`src/rtl/fifo_sync_param.sv`:
```
// Single-clock FIFO over a 2^DEPTH_LOG2 x WIDTH dual-port RAM; registered flags, q one cycle after read (or head word with SHOWAHEAD).
// Writes to a full FIFO are dropped unless a read frees a slot that cycle; reads from empty are ignored; both raise sticky error flags.
module fifo_sync_param #(
    parameter int WIDTH      = 16,
    parameter int DEPTH_LOG2 = 8,
    parameter int SHOWAHEAD  = 0,
    parameter int AF_LEVEL   = 2**DEPTH_LOG2 - 4,
    parameter int AE_LEVEL   = 4
) (
    input  logic                  clk_24mhz,
    input  logic                  rst,
    input  logic                  clr,
    input  logic [WIDTH-1:0]      data,
    input  logic                  wrreq,
    input  logic                  rdreq,
    output logic [WIDTH-1:0]      q,
    output logic                  empty,
    output logic                  full,
    output logic                  almost_empty,
    output logic                  almost_full,
    output logic [DEPTH_LOG2:0]   level,
    output logic                  overflow,
    output logic                  underflow
);

    localparam int DEPTH = 2**DEPTH_LOG2;
    localparam int LW    = DEPTH_LOG2 + 1;
    localparam logic [LW-1:0] LVL_FULL = LW'(DEPTH);
    localparam logic [LW-1:0] LVL_AF   = LW'(AF_LEVEL);
    localparam logic [LW-1:0] LVL_AE   = LW'(AE_LEVEL);

    logic [WIDTH-1:0]      mem [DEPTH];
    logic [DEPTH_LOG2-1:0] wptr;
    logic [DEPTH_LOG2-1:0] rptr;
    logic [WIDTH-1:0]      q_reg;
    logic [LW-1:0]         level_nxt;
    logic                  rd_acc;
    logic                  wr_acc;

    // clr wins over both requests, so it also blocks acceptance
    assign rd_acc = rdreq & ~empty & ~clr;
    assign wr_acc = wrreq & ~clr & (~full | rd_acc);

    always_comb begin
        level_nxt = level;
        if (clr) begin
            level_nxt = '0;
        end else begin
            case ({wr_acc, rd_acc})
                2'b10:   level_nxt = level + LW'(1);
                2'b01:   level_nxt = level - LW'(1);
                default: level_nxt = level;
            endcase
        end
    end

    // Flags are registered from the next level so they always match level exactly
    always_ff @(posedge clk_24mhz or posedge rst) begin
        if (rst) begin
            wptr         <= '0;
            rptr         <= '0;
            level        <= '0;
            empty        <= 1'b1;
            full         <= 1'b0;
            almost_empty <= 1'b1;
            almost_full  <= 1'b0;
            overflow     <= 1'b0;
            underflow    <= 1'b0;
        end else begin
            if (clr) begin
                wptr      <= '0;
                rptr      <= '0;
                overflow  <= 1'b0;
                underflow <= 1'b0;
            end else begin
                if (wr_acc)
                    wptr <= wptr + DEPTH_LOG2'(1);
                if (rd_acc)
                    rptr <= rptr + DEPTH_LOG2'(1);
                if (wrreq && !wr_acc)
                    overflow <= 1'b1;
                if (rdreq && empty)
                    underflow <= 1'b1;
            end
            level        <= level_nxt;
            empty        <= (level_nxt == '0);
            full         <= (level_nxt == LVL_FULL);
            almost_full  <= (level_nxt >= LVL_AF);
            almost_empty <= (level_nxt <= LVL_AE);
        end
    end

    always_ff @(posedge clk_24mhz) begin
        if (wr_acc && !rst)
            mem[wptr] <= data;
    end

    // Showahead keeps a copy of the head so q stays stable once the FIFO drains
    always_ff @(posedge clk_24mhz or posedge rst) begin
        if (rst) begin
            q_reg <= '0;
        end else if (SHOWAHEAD != 0) begin
            if (!empty)
                q_reg <= mem[rptr];
        end else if (rd_acc) begin
            q_reg <= mem[rptr];
        end
    end

    // Asynchronous RAM read makes a word written into an empty FIFO visible as soon as empty drops
    assign q = (SHOWAHEAD != 0 && !empty) ? mem[rptr] : q_reg;

endmodule

```
`config.mk`:
```
export PLATFORM = sky130hd
export DESIGN_NAME = fifo_sync_param
export DESIGN_NICKNAME = d
export VERILOG_FILES = /design/src/rtl/fifo_sync_param.sv
export SDC_FILE = /design/constraint.sdc
export NUM_CORES = 2
export LEC_CHECK = 0
export BUFFER_PORTS_ARGS = -buffer_cell sky130_fd_sc_hd__buf_2
export CAP_MARGIN = 20
export CORE_MARGIN = 2
export CORE_UTILIZATION = 35
export CTS_CLUSTER_DIAMETER = 200
export DETAILED_ROUTE_END_ITERATION = 16
export MAX_ROUTING_LAYER = met4
export PLACE_DENSITY = 0.59
export SKIP_CTS_REPAIR_TIMING = 1
export SYNTH_ARGS = -nofsm -noshare
export SYNTH_HDL_FRONTEND = slang
export SYNTH_SLANG_ARGS = --single-unit
```
`constraint.sdc`:
```
create_clock -name clk_24mhz -period 11.73 [get_ports clk_24mhz]
set_input_delay 1.173 -clock clk_24mhz [delete_from_list [all_inputs] [get_ports clk_24mhz]]
set_output_delay 1.173 -clock clk_24mhz [all_outputs]
set_load 0.005 [all_outputs]
```
Word-level counts from Yosys, hierarchy flattened
Memory sizes are Yosys's and may differ from the RTL's. A register that Yosys moved wholly into a read port is not among the register bits.
Cells that the tools add are included.
{"block": "op_classes", "eq_ne": 3, "bitwise": 8, "n_reduce_logical": 10, "order_cmp": 2, "add_sub_neg": 4, "n_mux": 12}
{"op": "8-bit 2-to-1 mux", "n": 4}
{"op": "9-bit case mux with 2 select lines", "n": 1}
{"op": "8-bit by 1-bit adder with 8-bit output (second input constant)", "n": 2}
{"op": "9-bit by 1-bit adder with 9-bit output (second input constant)", "n": 1}
{"op": "9-bit equality test (second input constant)", "n": 1}
{"op": "9-bit by 8-bit >= comparator with 1-bit output (second input constant)", "n": 1}
{"op": "9-bit by 3-bit <= comparator with 1-bit output (second input constant)", "n": 1}
{"op": "9-bit zero test", "n": 1}
{"op": "9-bit 2-to-1 mux", "n": 1}
{"op": "9-bit by 1-bit subtractor with 9-bit output (second input constant)", "n": 1}
{"op": "2-bit nonzero test", "n": 4}
{"op": "1-bit 2-to-1 mux", "n": 6}
{"op": "1-bit bitwise AND", "n": 4}
{"op": "1-bit logical AND", "n": 3}
{"op": "1-bit inverter", "n": 3}
{"op": "2-bit by 1-bit equality test with 1-bit output (second input constant)", "n": 1}
{"op": "2-bit equality test (second input constant)", "n": 1}
{"op": "1-bit zero test", "n": 2}
{"op": "1-bit bitwise OR", "n": 1}
{"block": "totals", "memories": 1, "register_bits": 31, "in_bits": 21, "out_inout_bits": 31, "ram_bits": 4096, "word_cells": 49}
{"memory": "mem", "words": 256, "width": 16, "rd": 1, "rd_clocked_by_memory_dff": 1, "write_ports": 1, "line": "32", "rtl": "logic [WIDTH-1:0] mem [DEPTH];"}

Longest topological paths before layout
{"block": "logic_depth", "depth_word": 9, "mapped_depth": 17}

Worst setup path before layout
No wires, ideal clock.
{"block": "synth_path", "path_kind": "input -> register", "startpoint": "in clr", "endpoint": "reg full", "required_ns": 11.630, "path_buffers": 4, "t_arrival_ns": 4.835, "path_stages": 16, "slack_ns": 6.795, "setup_time_ns": 0.100, "cell_sequence": "clkbuf_1 or3b_2 clkbuf_1 inv_1 ha_1 buf_2 buf_2 xor2_1 ha_1 nor4bb_1 o21bai_1 nor3_1 o31ai_1 a21oi_1 or4b_1 nor4bb_1"}
{"block": "synth_via", "elab_chain_len": 8, "word_cells_on_any_way": 10, "classes_between": "eq/ne: 3; mux: 2; bitwise: 5"}
{"item": "start, declared", "line": "12", "rtl": "input logic clr,"}
{"item": "1-bit inverter (*)", "line": "41", "rtl": "assign rd_acc = rdreq & ~empty & ~clr;"}
{"item": "1-bit bitwise AND (*)", "line": "41"}
{"item": "net rd_acc", "line": "37", "rtl": "logic rd_acc;"}
{"item": "1-bit bitwise OR", "line": "42", "rtl": "assign wr_acc = wrreq & ~clr & (~full | rd_acc);"}
{"item": "1-bit bitwise AND", "line": "42"}
{"item": "2-bit by 1-bit equality test with 1-bit output or 2-bit equality test (tied branches)", "line": "49", "rtl": "case ({wr_acc, rd_acc})"}
{"item": "9-bit case mux with 2 select lines (*)", "line": "49"}
{"item": "9-bit 2-to-1 mux (*)", "line": "46", "rtl": "if (clr) begin"}
{"item": "net level_nxt[4]", "line": "36", "rtl": "logic [LW-1:0] level_nxt;"}
{"item": "9-bit equality test (*)", "line": "87", "rtl": "full <= (level_nxt == LVL_FULL);"}
{"item": "end signal, assigned", "line": "87"}
{"item": "end, declared", "line": "18", "rtl": "output logic full,"}
Mark *: on every way through the listed nets, which the timed path passes. The rest lies on a longest branch.
A chain may end at the register's enable or synchronous reset.

==> flow_metrics.tcl <==
set metrics [dict create \
    status "complete, no violations" \
    comb_power_share 0.084 \
    grt_pass1_wl_mm 619 \
    synth_top_area_frac 0.767 \
    crit_path_start_kind "flip-flop" \
    insertion_delay_ns 0.98 \
    p_leak_nw 55.6 \
    gr-total-overflow 0 \
    pwr-share-clk 0.404 \
    dpl_worst_slack_ns 5.52 \
    synth_edf_count 4096 \
    io_buffer_count 51 \
    p_total_mw 32.0 \
    finalSetupViolations 0 \
    holdWs_ns 0.529 \
    numCtsBuffers 410 \
    p_sw_frac 0.225 \
    worstSetupPathType "flip-flop to flip-flop" \
    max_slew_margin 0.0941 \
    rsz0062_at_grt "false" \
    fin_nets 7659 \
    fmax_mhz 166 \
    place.gp.congestion 0.886 \
    viasPerCell 5.61 \
    grt_max_degree 161 \
    pin_count 52 \
    vias 78600 \
    cts-root-buf "clkbuf_16" \
    cp_max_fo 90 \
    cp-end-kind "flip-flop" \
    synth_xor_xnor_area_share 0.000874 \
    grt_pass1_vias 78100 \
    dieArea_um2 463000 \
    cts_tree "done" \
    synth_cells 7201 \
    synth_area_um2 160000 \
    ys_async_sr_fraction 0.0113 \
    placedCellCount 13200 \
    rows 248 \
    muxShareOfSynthArea 0.166 \
    synthTopCellsByArea "edfxtp_1 (77%), mux4_2 (14%), mux2i_1 (2.4%)" \
    die_width_um 681 \
    slew_viol_final 0 \
    clockBufferDepth 4 \
    skew_ns 0.0604 \
    wl_per_cell_um 31.8 \
    wirelength_mm 445 \
    synth_fa_ha_area_frac 0.000624 \
    grt.total_usage 0.194 \
    fin_ws_ns 5.72 \
    clk_pin_slew_ns 0.07 \
    synth_top_family_by_area "multiplexers" \
    drive_gt1_frac 0.275 \
    synth_area_per_cell_um2 22.3 \
    synth_top_flop_cell "edfxtp_1" \
    fin_area_um2 183000 \
    fp.dieH_um 681 \
    r2r-start "rptr[0]" \
    synth_compound_area_frac 0.0233 \
    period_share 0.512 \
    core_um2 456000 \
    fin_tns_setup_ns 0 \
    hold_start "q[15]" \
    yosysWarnings 0 \
    syn2layout_area_growth_pct 13.9 \
    fin_util 0.400 \
    r2r_setup_slack_ns 5.72 \
    ys_ff_latch 4143 \
    ir_worst_vdd_uv 128 \
    ant_nets 0 \
    yosys.area_share.simple 0.0178 \
    dr.pass1.iters 5 \
    place_area_um2 169000 \
    crit_start "rptr[0]" \
    seqPwrFrac 0.512 \
    netSwitchingPower_mw 7.20 \
    worstPathRequired_ns 12.54 \
    hold_viol 0 \
    drt_iter0_markers 10800 \
    maxCapViolCount 0 \
    remaining_drc_errors 0 \
    initial_utilization 0.351 \
    p_int_mw 24.8 \
    hpwl_mm 259 \
    antenna_found_initial 19 \
    yosysTopAreaCell "edfxtp_1" \
    htreeDepth 5 \
    arrival_ns 6.82 \
    largest_reg_flops 4096 \
    hp-class "flip-flop to flip-flop" \
    power.density_nw_per_um2 175 \
    worstMarginPinSlew_ns 1.36 \
    synth_nets 7230 \
    period_needed_ns 6.01 \
    clock-sinks 4143 \
    fin_cells 14000 \
    ys_types 82 \
    ys_seq_area_frac 0.775 \
]
-- routing by layer --
layer	GRT usage	routed length, um	up-vias
met1	0.256	176000	42700
met4	0.0694	17400	0
met3	0.0359	38900	664
met5	-	0	-
met2	0.301	213000	3859
li1	-	-	31300
-- kinds of logic after synthesis --
family | Yosys count
compound gates | 537
xor+xnor | 16
fa+ha+maj | 8
buf+inv | 427
flops | 4143
mux | 1414
simple gates | 656
-- power groups by stage --
stage | Combinational (mW) | Clock (mW) | Sequential, mW
after floorplan | 1.93 | 0 | 16.6
after global placement | 2.67 | 0 | 16.7
after detailed placement | 2.71 | 0 | 16.7
after CTS | 2.72 | 13.1 | 16.4
after global routing | 2.85 | 13.7 | 16.4
final | 2.69 | 12.9 | 16.4
-- worst paths after layout --
check | cells past startpoint | end
setup / recovery | 9 | q[0]
setup reg to reg | 9 | q[0]
hold reg to reg | 2 | q[15]
hold / removal | 2 | q[15]
min in group asynchronous | 3 | q[3]
max in group asynchronous | 3 | rptr[2]
-- synthesized netlist by cell type, types with 12 or more instances --
master / n
a211oi_1: 27
a21oi_1: 98
a221oi_1: 55
a22oi_1: 81
a31oi_1: 12
and2_1: 15
buf_1: 25
buf_2: 123
buf_4: 31
buf_6: 59
buf_8: 17
clkbuf_1: 150
dfrtp_1: 45
edfxtp_1: 4096
mux2_2: 27
mux2i_1: 391
mux4_2: 995
nand2_1: 157
nand3_1: 43
nor2_1: 331
nor2b_1: 18
nor3_1: 30
o211ai_1: 30
o21ai_0: 54
o21ai_1: 28
o221ai_1: 27
o22ai_1: 39
-- area by class of cell --
cell class | count | area (um^2)
fillers | 39800 | 274000
repair buffers | 433 | 3790
multi-input cells | 2631 | 33900
clock inverters | 238 | 2270
well taps | 6000 | 7510
diodes | 31 | 77.6
flip-flops and latches | 4143 | 124000
clock buffers | 517 | 10800
inverters | 11 | 48.8
-- worst max-delay path, stage by stage (launching register included) --
cell	delay (ns)
dfrtp_4	0.83
buf_12	0.51
buf_4	0.71
mux4_2	0.60
mux2_2	0.33
a221oi_1	0.58
nand3_1	0.44
a221oi_1	1.16
or3_1	0.25
o31ai_1	0.07
-- layout by cell type (no fill, tap or decap), types with 12 or more instances in the layout --
cell type  count
edfxtp_1    4096
mux4_2       995
clkbuf_16    416
mux2i_1      391
buf_4        331
nor2_1       208
nand2_1      138
nor2_2       121
a21oi_1       98
clkbuf_1      97
clkinv_1      94
a22oi_1       81
clkinv_2      75
a221oi_1      55
o21ai_0       54
nand3_1       43
o22ai_1       39
buf_2         39
dfrtp_1       38
bufinv_16     34
buf_8         32
diode_2       31
nor3_1        30
o211ai_1      30
o21ai_1       28
o221ai_1      27
a211oi_1      27
mux2_2        27
nand2_2       18
buf_12        16
nor2b_1       14
and2_1        13
a31oi_1       12
Power figures use the tool's default switching activity.
